==> src/rtl/fpnew_divsqrt_mant_iter.sv <==
// Radix-2 iterative mantissa divide / square-root engine, one result bit per cycle.
// Returns a truncated quotient/root right-aligned in n bits plus a sticky bit for rounding.
//
// state | meaning
// IDLE  | waiting for a start, ready
// BUSY  | producing one result bit per cycle
// DONE  | result valid pulse, ready for a back-to-back start
module fpnew_divsqrt_mant_iter #(
  parameter  int unsigned MANT_BITS = 53,
  localparam int unsigned QW        = MANT_BITS + 2,
  localparam int unsigned IW        = $clog2(QW + 1)
) (
  input  logic                 clk_i,
  input  logic                 rst_i,
  input  logic                 div_start_i,
  input  logic                 sqrt_start_i,
  input  logic                 sqrt_odd_i,
  input  logic [MANT_BITS-1:0] operand_a_i,
  input  logic [MANT_BITS-1:0] operand_b_i,
  input  logic [IW-1:0]        num_iter_i,
  input  logic                 kill_i,
  output logic                 ready_o,
  output logic                 done_o,
  output logic [QW-1:0]        quotient_o,
  output logic                 sticky_o
);

  localparam int unsigned RMW  = MANT_BITS + 5;
  localparam int unsigned RADW = MANT_BITS + 2;

  localparam logic [1:0] S_IDLE = 2'd0;
  localparam logic [1:0] S_BUSY = 2'd1;
  localparam logic [1:0] S_DONE = 2'd2;

  logic [1:0]           r_state;
  logic [1:0]           w_state_nxt;
  logic                 w_ready;
  logic                 w_done;
  logic                 w_start;
  logic                 w_last;

  logic                 r_is_sqrt;
  logic                 r_bzero;
  logic                 r_a_nz;
  logic [MANT_BITS-1:0] r_div;
  logic [RMW-1:0]       r_rem;
  logic [RADW-1:0]      r_rad;
  logic [QW-1:0]        r_q;
  logic [IW-1:0]        r_cnt;
  logic [IW-1:0]        r_n;
  logic [QW-1:0]        r_quot;
  logic                 r_sticky;

  logic [IW-1:0]        w_n;
  logic [MANT_BITS:0]   w_radicand;
  logic [RMW-1:0]       w_cur;
  logic [RMW-1:0]       w_sub;
  logic                 w_ge;
  logic [RMW-1:0]       w_diff;
  logic [QW-1:0]        w_q_nxt;
  logic [QW-1:0]        w_ones;

  assign w_start = (div_start_i | sqrt_start_i) & w_ready & ~kill_i;
  assign w_last  = (r_cnt == IW'(1));

  always_ff @(posedge clk_i) begin
    if (rst_i) r_state <= S_IDLE;
    else       r_state <= w_state_nxt;
  end

  always_comb begin
    w_state_nxt = r_state;
    case (r_state)
      S_IDLE:  if (w_start) w_state_nxt = S_BUSY;
      S_BUSY:  if (w_last)  w_state_nxt = S_DONE;
      S_DONE:  w_state_nxt = w_start ? S_BUSY : S_IDLE;
      default: w_state_nxt = S_IDLE;
    endcase
    if (kill_i) w_state_nxt = S_IDLE;
  end

  always_comb begin
    w_ready = 1'b0;
    w_done  = 1'b0;
    case (r_state)
      S_IDLE:  w_ready = 1'b1;
      S_DONE:  begin w_ready = 1'b1; w_done = 1'b1; end
      default: w_ready = 1'b0;
    endcase
  end

  // Zero or out-of-range iteration counts mean "full precision".
  assign w_n = (num_iter_i == '0 || num_iter_i > IW'(QW)) ? IW'(QW) : num_iter_i;
  assign w_radicand = sqrt_odd_i ? {operand_a_i, 1'b0} : {1'b0, operand_a_i};

  // Sqrt consumes the radicand two bits per step, trial value is 4*root+1.
  assign w_cur   = r_is_sqrt ? {r_rem[RMW-3:0], r_rad[RADW-1 -: 2]} : r_rem;
  assign w_sub   = r_is_sqrt ? RMW'({r_q, 2'b01}) : RMW'(r_div);
  assign w_ge    = (w_cur >= w_sub);
  assign w_diff  = w_ge ? (w_cur - w_sub) : w_cur;
  assign w_q_nxt = {r_q[QW-2:0], w_ge};
  assign w_ones  = {QW{1'b1}} >> (IW'(QW) - r_n);

  always_ff @(posedge clk_i) begin
    if (rst_i) begin
      r_is_sqrt <= 1'b0;
      r_bzero   <= 1'b0;
      r_a_nz    <= 1'b0;
      r_div     <= '0;
      r_rem     <= '0;
      r_rad     <= '0;
      r_q       <= '0;
      r_cnt     <= '0;
      r_n       <= '0;
      r_quot    <= '0;
      r_sticky  <= 1'b0;
    end else if (w_start) begin
      r_is_sqrt <= ~div_start_i;
      r_bzero   <= (operand_b_i == '0);
      r_a_nz    <= |operand_a_i;
      r_div     <= operand_b_i;
      r_rem     <= div_start_i ? RMW'(operand_a_i) : '0;
      r_rad     <= {w_radicand, 1'b0};
      r_q       <= '0;
      r_cnt     <= w_n;
      r_n       <= w_n;
    end else if (r_state == S_BUSY && !kill_i) begin
      r_q   <= w_q_nxt;
      r_rem <= r_is_sqrt ? w_diff : {w_diff[RMW-2:0], 1'b0};
      r_rad <= r_rad << 2;
      r_cnt <= r_cnt - IW'(1);
      if (w_last) begin
        if (r_is_sqrt) begin
          r_quot   <= w_q_nxt;
          r_sticky <= (|w_diff) | (|r_rad[RADW-3:0]);
        end else if (r_bzero) begin
          r_quot   <= w_ones;
          r_sticky <= r_a_nz;
        end else begin
          r_quot   <= w_q_nxt;
          r_sticky <= |w_diff;
        end
      end
    end
  end

  assign ready_o    = w_ready;
  assign done_o     = w_done;
  assign quotient_o = r_quot;
  assign sticky_o   = r_sticky;

endmodule

==> config.mk <==
export PLATFORM = sky130hd
export DESIGN_NAME = fpnew_divsqrt_mant_iter
export DESIGN_NICKNAME = d
export VERILOG_FILES = /design/src/rtl/fpnew_divsqrt_mant_iter.sv
export SDC_FILE = /design/constraint.sdc
export NUM_CORES = 1
export LEC_CHECK = 0
export ABC_AREA = 1
export ABC_CLOCK_PERIOD_IN_PS = 4900
export BUFFER_PORTS_ARGS = -buffer_cell sky130_fd_sc_hd__buf_2
export CORE_MARGIN = 1
export CORE_UTILIZATION = 55
export CTS_CLUSTER_SIZE = 30
export DETAILED_ROUTE_END_ITERATION = 10
export GPL_TIMING_DRIVEN = 0
export PLACE_DENSITY_LB_ADDON = 0.25
export SYNTH_ARGS = -nofsm -noshare
export SYNTH_HDL_FRONTEND = slang
export SYNTH_SLANG_ARGS = --single-unit
==> constraint.sdc <==
create_clock -name clk_i -period 4.9 [get_ports clk_i]
set_input_delay 0.735 -clock clk_i [delete_from_list [all_inputs] [get_ports clk_i]]
set_output_delay 0.735 -clock clk_i [all_outputs]
set_load 0.02 [all_outputs]
==> impl_metrics.json <==
{
  "status": "complete, no violations",
  "die_w_um": 196,
  "synthFlopType": "dfxtp_1",
  "remaining_drc_errors": 0,
  "grt-ovfl-total": 0,
  "final-max-slew-violation-count": 0,
  "slew_headroom": 0.207,
  "finalPower_mw": 9.50,
  "dp_cells": 4117,
  "cts_buffers": 31,
  "cp.required_ns": 5.37,
  "yosysSeqAreaShare": 0.284,
  "critPathMaxFanout": 17,
  "power_density_nw_per_um2": 407,
  "vias_per_cell": 5.84,
  "stdcell_area_um2": 23300,
  "drive_gt1_frac": 0.0913,
  "routedWlPerCell_um": 21.0,
  "syn_inst": 3475,
  "grt_pass1_vias": 21900,
  "finalClockSkew_ns": 0.0187,
  "core_um2": 36800,
  "peakVddDrop_mv": 0.323,
  "place.gp.congestion": 1.08,
  "avgSynthCellArea_um2": 5.95,
  "area_delta_synth_final_pct": 12.8,
  "cts_setup_buffers": 0,
  "rows": 70,
  "startpoint_type": "register",
  "cts_buffer_depth": 3,
  "final_cell_count_no_fill": 4176,
  "syn_area_um2": 20700,
  "antenna_found_initial": 6,
  "synth_edf_count": 0,
  "critPathMaxStageDelay_ns": 0.41,
  "tightest_slew_ns": 1.18,
  "synth_warnings": 0,
  "syn-num-nets": 3656,
  "final_common_cell": "nand2_1",
  "h-tree-depth": 1,
  "clkSinkCount": 293,
  "via_count": 24400,
  "crit_top_cell": "nand2_1",
  "first_pass_iters": 7,
  "hold_buffers": 0,
  "cts-root-buf": "clkbuf_16",
  "post_synth_num_cell_types": 54,
  "clk_pin_slew_ns": 0.06,
  "start_util": 0.562,
  "fmax_ghz": 0.208,
  "ys_ff_latch": 293,
  "totalWireLength_um": 87800,
  "reg2reg_depth": 29,
  "rsz0062_at_grt": "false",
  "hold-path-cell-count": 2,
  "fin_crit_sh": 0.979,
  "p_leak_nw": 11.9,
  "dp_hpwl_um": 71300,
  "path_class": "register to register",
  "port_buffers": 174,
  "cpMaxStageDelayCell": "ha_1",
  "grt_pass1_wl_um": 130000,
  "grt_max_degree": 18,
  "dieHeight_um": 196,
  "arrival_ns": 5.27,
  "period_needed_ns": 4.80,
  "drv_cap": 0,
  "hold_viol_final": 0,
  "holdWs_ns": 0.345,
  "min_path_type": "input pin to register",
  "insertion_delay_ns": 0.60,
  "setup_viol": 0,
  "final_cell_mix": "nand2_1, inv_1, o21ai_0, dfxtp_1, a21oi_1",
  "dieArea_um2": 38400,
  "drt_iter0_drc": 3337,
  "ant_nets": 0,
  "end_kind": "register",
  "fin_nets": 3862,
  "async_flop_share": 0,
  "reg2reg_slack_ns": 0.10,
  "grt_usage": 0.448,
  "placed_cell_area_um2": 22100,
  "cts_tree": "done",
  "num_io_pins": 176
}
[cells by family (layout without fill, tap and decap cells)]
kind of cell    count (synthesis)  after routing  synth area share
simple gates                 1609           1609             0.321
buf+inv                       769            998             0.144
compound gates                702            702             0.195
flops                         293            293             0.284
fa+ha+maj                      63             63            0.0385
xor+xnor                       27             27            0.0114
mux                            12             12           0.00581
other cells                     0              4                 0
[flip-flops by register name, summed over array words and instances, names as in the netlist]
name,flops
r_state,2
r_bzero,1
r_rem,58
r_div,53
r_q,55
r_cnt,6
quotient_o,55
sticky_o,1
r_n,6
r_a_nz,1
r_is_sqrt,1
r_rad,54
[power breakdown]
| group | internal, mW | switching [mW] |
|---|---|---|
| sequential | 2.51 | 0.0994 |
| combinational | 1.26 | 3.19 |
| clock | 1.40 | 1.02 |
[repair_timing]
action / CTS / global route
endpoints found under the setup margin: 59 / 5
gates cloned: 0 / 0
resized for setup: 32 / 37
[critical path: cells and delay by family (launching register included)]
kind                     cells  cell delay [ns]
flip-flops                   1             0.38
adder cells (fa/ha/maj)      1             0.41
buffers and inverters        7             1.33
AND/OR/NAND/NOR             19             2.10
AO/OA/AOI/OAI                2             0.44
[area by class of cell]
type | count | area (µm²)
timing repair buffer | 174 | 871
fill | 3724 | 13500
clock inverter | 11 | 124
buffer | 161 | 727
antenna | 4 | 10.0
inverter | 607 | 2280
sequential | 293 | 5870
multi-input combinational | 2413 | 11900
clock buffer | 45 | 918
tap | 468 | 586
[synth_stat cells, types with 5 or more instances]
cell type / instances / area (µm²)
and2_1: 7 / 43.8
nor3_1: 18 / 90.1
nor2_2: 9 / 56.3
nand3_1: 144 / 721
clkbuf_1: 132 / 495
o21ai_0: 310 / 1550
a21oi_1: 185 / 926
buf_1: 12 / 45.0
a221oi_1: 5 / 43.8
or2_2: 9 / 56.3
nand3_2: 10 / 100
nand2_1: 1152 / 4320
nor4_1: 33 / 206
inv_1: 591 / 2220
o211ai_1: 50 / 375
nand4_1: 37 / 231
a22oi_1: 22 / 165
inv_2: 11 / 41.3
a31oi_1: 24 / 150
xor2_1: 25 / 219
dfxtp_1: 293 / 5870
clkinv_1: 5 / 18.8
buf_2: 7 / 35.0
a22o_1: 8 / 70.1
nor2_1: 167 / 627
o22ai_1: 40 / 250
ha_1: 62 / 776
mux2i_1: 12 / 120
o221ai_1: 14 / 123
o2111ai_1: 25 / 219
nand2_2: 12 / 75.1
[per-layer routing]
layer  track usage  share of wire  wire length (µm)  up-vias
li1              -              -                 -    11600
met1         0.566           0.39             34400    11000
met2         0.704           0.43             37300     1511
met3        0.0875           0.11              9630      347
met4         0.279          0.073              6410        6
met5             0        0.00039                34        -
[metrics by stage]
step	worst slack (ns)	utilization	TNS, ns
finish	0.104	0.634	0
global route	0.0134	0.634	0
CTS	0.00133	0.631	0
detailed placement	-0.906	0.602	-18.58
global placement	-0.878	0.602	-16.42
floorplan	1.33	-	0
[final timing paths]
check | startpoint | endpoint
worst max-delay path | r_is_sqrt$_SDFFE_PP0P_ | sticky_o$_SDFFE_PP0P_
worst min register to register | r_bzero$_SDFFE_PP0P_ | r_bzero$_SDFFE_PP0P_
worst max register to register | r_is_sqrt$_SDFFE_PP0P_ | sticky_o$_SDFFE_PP0P_
worst min-delay path | kill_i | r_state[0]$_SDFFE_PP0P_
Power figures use the tool's default switching activity.
